File: config.mk
export PLATFORM = sky130hd
export DESIGN_NAME = tone_detector
export DESIGN_NICKNAME = d
export VERILOG_FILES = /design/src/rtl/tone_detector.sv
export SDC_FILE = /design/constraint.sdc
export NUM_CORES = 1
export LEC_CHECK = 0
export ABC_AREA = 1
export CELL_PAD_IN_SITES_DETAIL_PLACEMENT = 1
export CELL_PAD_IN_SITES_GLOBAL_PLACEMENT = 2
export CORE_AREA = 2 2 129 194
export DETAILED_ROUTE_END_ITERATION = 8
export DIE_AREA = 0 0 131 196
export HOLD_SLACK_MARGIN = 0.02
export PLACE_DENSITY = 0.84
export SETUP_SLACK_MARGIN = 0.05
export SYNTH_ARGS = -nofsm -noshare
export SYNTH_HDL_FRONTEND = slang
export SYNTH_SLANG_ARGS = --single-unit
File: constraint.sdc
create_clock -name CK_i -period 7.24 [get_ports CK_i]
set_clock_uncertainty 0.2 [all_clocks]
set_input_delay 1.086 -clock CK_i [delete_from_list [all_inputs] [get_ports CK_i]]
set_output_delay 1.086 -clock CK_i [all_outputs]
set_load 0.1 [all_outputs]
File: src/rtl/tone_detector.sv
// Tone period tracker: measures rising-edge intervals of a square wave, and when two
// consecutive periods agree, serially divides to recover a phase increment and key code.
module tone_detector #(
  parameter int unsigned C_TOL        = 512,
  parameter int unsigned C_MIN_PERIOD = 1024,
  parameter int unsigned C_CNT_MAX    = 262143,
  parameter int unsigned C_DIV_SHIFT  = 24
) (
  input  logic        CK_i,
  input  logic        ARST_i,
  input  logic        SOUND_i,
  output logic [17:0] PERIOD_o,
  output logic [8:0]  DIV_o,
  output logic [7:0]  KEY_o,
  output logic        VALID_o,
  output logic        DONE_o
);

  localparam logic [17:0] Tol       = 18'(C_TOL);
  localparam logic [17:0] MinPeriod = 18'(C_MIN_PERIOD);
  localparam logic [17:0] CntMax    = 18'(C_CNT_MAX);
  localparam logic [24:0] DivOne    = 25'(2 ** C_DIV_SHIFT);

  typedef enum logic [1:0] {StIdle, StArm, StMeas, StDivide} state_e;

  state_e      state_q;
  logic        sync1_q, sync2_q, sync3_q, edge_q;
  logic [17:0] cnt_q, cnt_d;
  logic [17:0] p0_q;
  logic [17:0] period_q;
  logic [8:0]  div_q;
  logic [7:0]  key_q;
  logic        valid_q, done_q;
  logic [24:0] num_q;
  logic [17:0] rem_q;
  logic [4:0]  step_q;

  logic        accept, timeout, consistent;
  logic [17:0] diff;
  logic [24:0] dividend;
  logic [18:0] trial;
  logic        trial_ge;
  logic [17:0] rem_nx;
  logic [24:0] quot_nx;
  logic [8:0]  div_nx;
  logic [7:0]  key_nx;

  always_ff @(posedge CK_i or posedge ARST_i) begin
    if (ARST_i) begin
      sync1_q <= 1'b0;
      sync2_q <= 1'b0;
      sync3_q <= 1'b0;
      edge_q  <= 1'b0;
    end else begin
      sync1_q <= SOUND_i;
      sync2_q <= sync1_q;
      sync3_q <= sync2_q;
      edge_q  <= sync2_q & ~sync3_q;
    end
  end

  // Edges closer than MinPeriod to the last accepted one are glitches and leave no trace.
  always_comb begin
    accept     = edge_q && (cnt_q >= MinPeriod);
    timeout    = (cnt_q == CntMax) && !accept;
    diff       = (cnt_q >= p0_q) ? (cnt_q - p0_q) : (p0_q - cnt_q);
    consistent = (diff <= Tol);
    dividend   = DivOne + {8'd0, cnt_q[17:1]};
    cnt_d      = cnt_q;
    if (accept) begin
      cnt_d = 18'd1;
    end else if (cnt_q != CntMax) begin
      cnt_d = cnt_q + 18'd1;
    end
  end

  always_ff @(posedge CK_i or posedge ARST_i) begin
    if (ARST_i) begin
      cnt_q <= 18'd0;
    end else begin
      cnt_q <= cnt_d;
    end
  end

  // One restoring step: shift the next dividend bit into the remainder, subtract if it fits.
  always_comb begin
    trial    = {rem_q, num_q[24]};
    trial_ge = (trial >= {1'b0, period_q});
    rem_nx   = trial_ge ? 18'(trial - {1'b0, period_q}) : trial[17:0];
    quot_nx  = {num_q[23:0], trial_ge};
    div_nx   = (|quot_nx[24:9]) ? 9'd511 : quot_nx[8:0];
    if (quot_nx < 25'd85) begin
      key_nx = 8'd0;
    end else if (quot_nx > 25'd340) begin
      key_nx = 8'd255;
    end else begin
      key_nx = 8'(quot_nx - 25'd85);
    end
  end

  always_ff @(posedge CK_i or posedge ARST_i) begin
    if (ARST_i) begin
      state_q  <= StIdle;
      p0_q     <= 18'd0;
      period_q <= 18'd0;
      div_q    <= 9'd0;
      key_q    <= 8'd0;
      valid_q  <= 1'b0;
      done_q   <= 1'b0;
      num_q    <= 25'd0;
      rem_q    <= 18'd0;
      step_q   <= 5'd0;
    end else begin
      done_q <= 1'b0;
      unique case (state_q)
        StIdle: begin
          if (accept) begin
            state_q <= StArm;
          end else if (timeout) begin
            valid_q <= 1'b0;
            key_q   <= 8'd0;
          end
        end
        StArm: begin
          if (accept) begin
            p0_q    <= cnt_q;
            state_q <= StMeas;
          end else if (timeout) begin
            valid_q <= 1'b0;
            key_q   <= 8'd0;
            state_q <= StIdle;
          end
        end
        StMeas: begin
          if (accept) begin
            p0_q <= cnt_q;
            if (consistent) begin
              period_q <= cnt_q;
              num_q    <= dividend;
              rem_q    <= 18'd0;
              step_q   <= 5'd0;
              state_q  <= StDivide;
            end
          end else if (timeout) begin
            valid_q <= 1'b0;
            key_q   <= 8'd0;
            state_q <= StIdle;
          end
        end
        StDivide: begin
          if (accept) begin
            p0_q <= cnt_q;
          end
          num_q  <= quot_nx;
          rem_q  <= rem_nx;
          step_q <= step_q + 5'd1;
          if (step_q == 5'd24) begin
            div_q   <= div_nx;
            key_q   <= key_nx;
            valid_q <= 1'b1;
            done_q  <= 1'b1;
            state_q <= StMeas;
          end
        end
        default: state_q <= StIdle;
      endcase
    end
  end

  assign PERIOD_o = period_q;
  assign DIV_o    = div_q;
  assign KEY_o    = key_q;
  assign VALID_o  = valid_q;
  assign DONE_o   = done_q;

endmodule

# Yosys cells after proc, flatten, opt, wreduce, memory -nomap -nowiden
# Cells that the tools add are included.
word_totals:
  regBits: 127
op_classes:
  addsub: 7
  magnitude_cmp: 6
  n_eq_ne: 13
  mux: 33
  n_bitwise: 2
  n_reduce_logical: 15
op_table:
  columns: ["op", "count"]
  rows:
  - ["$mux 18", 6]
  - ["$sub 18x18->18", 3]
  - ["$mux 25", 2]
  - ["$pmux 25 s2", 1]
  - ["$mux 8", 5]
  - ["$pmux 18 s2", 1]
  - ["$add 25x17->25 const A", 1]
  - ["$gt 25x9->1 const B", 1]
  - ["$lt 25x7->1 const B", 1]
  - ["$ge 19x18->1", 1]
  - ["$add 18x1->18 const B", 1]
  - ["$eq 18x18->1 const B", 1]
  - ["$ge 18x11->1 const B", 1]
  - ["$ge 18x18->1", 1]
  - ["$le 18x10->1 const B", 1]
  - ["$ne 18x18->1 const B", 1]
  - ["$pmux 8 s2", 1]
  - ["$reduce_or 16->1", 1]
  - ["$mux 2", 6]
  - ["$reduce_and 3->1", 4]
  - ["$mux 5", 2]
  - ["$ne 2x2->1 const B", 5]
  - ["$pmux 5 s2", 1]
  - ["$mux 9", 1]
  - ["18 further kinds", 27]

# Longest topological paths before layout
depth:
  depth_word: 7
  depth_mapped: 22
  depth_no_buf: 21

# Least setup slack after synthesis
# Ideal clock, no wire load.
synth_path:
  path_kind: "register -> register"
  from: "register period_q[2], in the netlist PERIOD_o[2]"
  to: "register key_q[6], in the netlist KEY_o[6]"
  t_arrival_ns: 3.284
  slack_ns: 3.637
  stages_incl_launch_ff: 20
  synth_period_minus_slack_ns: 3.603
  cell_sequence: "dfrtp_1 -> inv_1 -> ha_1 -> a21oi_1 -> nand2_1 -> a21oi_1 -> o21ai_0 -> nand3_1 -> nand2_1 -> nand2_1 -> nand2_1 -> inv_1 -> ha_1 -> nand4_1 -> a21oi_1 -> inv_1 -> a21oi_1 -> o21ai_0 -> nand2_1 -> nand2_1"
synth_between:
  elab_chain_len: 6
  elab_cells_between_ends: 8
  classes_between: "add/sub: 1; order compare: 3; mux: 4"
synth_rtl:
  columns: ["element", "line_no", "text"]
  rows:
  - ["start: declaration", "30", "logic [17:0] period_q;"]
  - ["start signal: assignment", "138", "period_q <= cnt_q;"]
  - ["$ge 19x18->1 *", "88", "trial_ge = (trial >= {1'b0, period_q});"]
  - ["$gt 25x9->1 or $sub 8x7->8 (tied branches)", "94, 97", null]
  - ["$mux 8", "94", "end else if (quot_nx > 25'd340) begin"]
  - ["$mux 8 *", "92", "if (quot_nx < 25'd85) begin"]
  - ["$mux 8 *", "157", "if (step_q == 5'd24) begin"]
  - ["$pmux 8 s2 *", "115", "unique case (state_q)"]
  - ["end signal: assignment", "159", "key_q <= key_nx;"]
  - ["end: declaration", "32", "logic [7:0] key_q;"]
# Mark *: on every way between the ends. The rest lies on a longest branch, timed or not. The select of a mux whose other input is x is not followed.
# A chain may end at the register's enable or synchronous reset.

# Final worst setup path
layout_path:
  from: "register cnt_q[3]"
  to: "register num_q[16]"
layout_between:
  elab_chain_len: 5
  elab_cells_between_ends: 14
  classes_between: "add/sub: 3; order compare: 3; eq/ne: 2; mux: 4; reduce/logical: 2"
layout_rtl:
  columns: ["element", "line_no", "text"]
  rows:
  - ["start: declaration", "28", "logic [17:0] cnt_q, cnt_d;"]
  - ["start signal: assignment", "81", "cnt_q <= cnt_d;"]
  - ["$sub 18x18->18 or $ge 18x18->1 (tied branches)", "66", "diff = (cnt_q >= p0_q) ? (cnt_q - p0_q) : (p0_q - cnt_q);"]
  - ["$mux 18", "66", null]
  - ["$le 18x10->1", "67", "consistent = (diff <= Tol);"]
  - ["$ne 2x2->1 (no line)", null, null]
  - ["$reduce_and 3->1 (no line)", null, null]
  - ["end signal: assignment", "139", "num_q <= dividend;"]
  - ["end signal: assignment", "154", "num_q <= quot_nx;"]
  - ["end: declaration", "34", "logic [24:0] num_q;"]
# Several ways; a longest one is shown, not always the timed one. The select of a mux whose other input is x is not followed.

==> run_results.csv <==
group,metric,value,unit
run_status,status,"completed",
clock_network,clock-root-buffer,"clkbuf_16",
die,rows,70,
finish,stdcell_area,10240,um^2
timing,fmax,226.1,MHz
placement,placed_cells,1607,
job,drv_cap,0,
finish,nets,1365,
synthesis,synth_seq_cells,127,
die,io-pin-count,40,
clock_network,cts_tree,"yes",
global_route,grt_pass1_vias,9100,
synthesis,netlist_area,8964,um^2
global_route,antenna_found_initial,0,
setup_path,cp.arrival,4.58,ns
pwr,ir_drop,0.1947,mV
synthesis,avgSynthCellArea,7.030,um^2
clock_network,cts_hold_buf,0,
route,drc,0,
timing,tightest_slew,1.009,ns
die,die_h,196,um
die,start_util,0.3722,
min_path,hp-class,"flop to flop",
clock_network,cts_buffers,17,
synthesis,synth_flop_cell,"dfrtp_1",
synthesis,ys_seq_area_frac,0.3546,
global_route,grt_pass1_wl,47.54,mm
clock_network,cts.sinks,127,
synthesis,ys_types,46,
clock_network,clk_path_buf_depth,2,
route,ant_nets,0,
setup_path,critPathRequiredTime,7.40,ns
route,route.vias.total,8447,
clock_network,clk_latency,0.43,ns
global_route,grt_max_degree,76,
synthesis,async_flop_share,1.000,
route,drt_first_iter_violations,301,
synthesis,yosys_warnings,0,
timing,rsz0062_at_grt,"false",
timing,fin_crit_sh,0.6109,
global_route,grt-ovfl-total,0,
setup_path,path_max_fanout,49,
timing,final.min_clock_period,4.423,ns
finish,final_util,0.4253,
synthesis,synth_edf_count,0,
clock_network,path_clk_slew,0.06,ns
pwr,power_density,160.4,nW/um^2
timing,drv_slew,0,
die,design.die.area,25680,um^2
clock_network,ctsResizeCount,0,
route,wl_per_cell,17.74,um
global_route,grt_util_all_layers,0.2395,
finish,final_cell_mix,"nand2_1 (406), inv_1 (167), dfrtp_1 (127)",
pwr,power.leakage,5.236,nW
setup_path,worstSetupPathType,"flop to flop",
clock_network,postCtsSetupRepairBufs,0,
placement,place_hpwl,22.74,mm
die,die_w,131,um
die,core_area,24090,um^2
setup_path,startpoint_type,"flop",
route,viasPerCell,5.154,
pwr,power,1.643,mW
finish,stdcell_count,1639,
placement,postPlaceCellArea,9629,um^2
timing,fin_setup_tns,0,ns
finish,antenna_cells,0,
finish,drive_above_1_share,0.05779,
finish,syn_to_final_growth,14.28,%
route,drt-pass1-iter-count,6,
placement,portBuffers,39,
clock_network,htreeDepth,4,
placement,gp_congestion,0.8576,
timing,final-setup-viol-count,0,
setup_path,endpoint_kind,"flop",
timing,hold_viol_final,0,
timing,relSlewSlack,0.3253,
finish,final_common_cell,"nand2_1",
route,wl,29.08,mm
synthesis,synth_nets,1338,
synthesis,syn_inst,1275,
-- report_power, final --
part | internal (mW) | total, mW | switching, mW
Sequential | 0.711 | 0.712 | 0.000387
Clock | 0.585 | 0.915 | 0.330
Combinational | 0.00154 | 0.0162 | 0.0147
Total | 1.30 | 1.64 | 0.345
-- through the flow --
step           hold slack [ns]  worst slack, ns
6_report                0.1480            2.817
2_1_floorplan           0.1312            2.570
3_5_place_dp            0.1396            2.773
4_1_cts                 0.1525            2.726
3_3_place_gp            0.1347            2.785
5_1_grt                 0.1622            2.341
-- worst max-delay path, cell delays in order (launching register included) --
cell and delay (ns):
dfrtp_1 0.46, inv_1 0.19, ha_1 0.44, nand2_1 0.22, nor2_4 0.20, nand2_2 0.09
nand3_2 0.10, nand2_1 0.07, nand2_2 0.09, nand2_1 0.06, nand2_1 0.31, inv_1 0.16
nand2_1 0.12, nand2_1 0.06, nand2_1 0.05, nand2_1 0.07, a21oi_4 0.19, nand3_4 0.61
nand2_4 0.47, nand2_1 0.11, nand2_1 0.07
-- cells by family after synthesis --
kind of cell / after synthesis / share of synthesized area
simple gates: 633 / 0.3090
xor+xnor: 24 / 0.02345
flops: 127 / 0.3546
compound gates: 224 / 0.1355
buf+inv: 206 / 0.09171
fa+ha+maj: 61 / 0.08571
-- synth_stat cells (2+ instances only) --
cell type  count  share of area
buf_6          4         0.0050
a21oi_1       81          0.045
nor2_1        59          0.025
buf_1          3         0.0013
inv_1        168          0.070
nor4_1         9         0.0063
nor2_2         2         0.0014
a211oi_1       5         0.0042
dfrtp_1      127           0.35
ha_1          59          0.082
clkbuf_2       3         0.0017
inv_2          2        0.00084
o21ai_1       19          0.011
nand3_1       82          0.046
nand4_1       17          0.012
a2bb2oi_1      7         0.0068
nor3_1        22          0.012
xor2_1        12          0.012
buf_2          9         0.0050
nand3_2       21          0.023
o21ai_0       96          0.054
o211ai_1       3         0.0025
nand2_2        3         0.0021
clkbuf_1      16         0.0067
nand2_1      407           0.17
a21o_1         3         0.0025
or2_2          5         0.0035
a31oi_1        2         0.0014
xnor2_1       12          0.012
-- path summary, 6_finish.rpt --
kind                          start        end  slack [ns]  cells past startpoint
hold / removal              sync1_q    sync2_q        0.15                      0
max in group asynchronous    ARST_i   DIV_o[6]        4.54                      3
setup / recovery           cnt_q[3]  num_q[16]        2.82                     20
min in group asynchronous    ARST_i    sync3_q        0.88                      2
setup reg to reg           cnt_q[3]  num_q[16]        2.82                     20
hold reg to reg             sync1_q    sync2_q        0.15                      0
-- state kept, by name, indices dropped and copies added (netlist names) --
signal,flops
sync2_q,1
p0_q,18
DIV_o,9
num_q,25
rem_q,18
sync3_q,1
step_q,5
cnt_q,18
PERIOD_o,18
DONE_o,1
sync1_q,1
edge_q,1
state_q,2
KEY_o,8
VALID_o,1
-- area by class of cell --
class | instances | area [um^2]
well taps | 324 | 405.4
clock inverters | 10 | 160.2
fillers | 3069 | 13840
multi-input cells | 942 | 4975
repair buffers | 44 | 427.9
flip-flops and latches | 127 | 3178
clock buffers | 22 | 454.2
inverters | 170 | 643.1
-- per-layer routing --
layer,up-vias,GRT usage,wire length (um)
met4,0,0.1277,1543
li1,4185,-,-
met3,73,0.03000,534
met5,-,0,0
met2,119,0.4402,15530
met1,4070,0.2610,11470
Note: power is estimated with default switching activity, not from simulation.
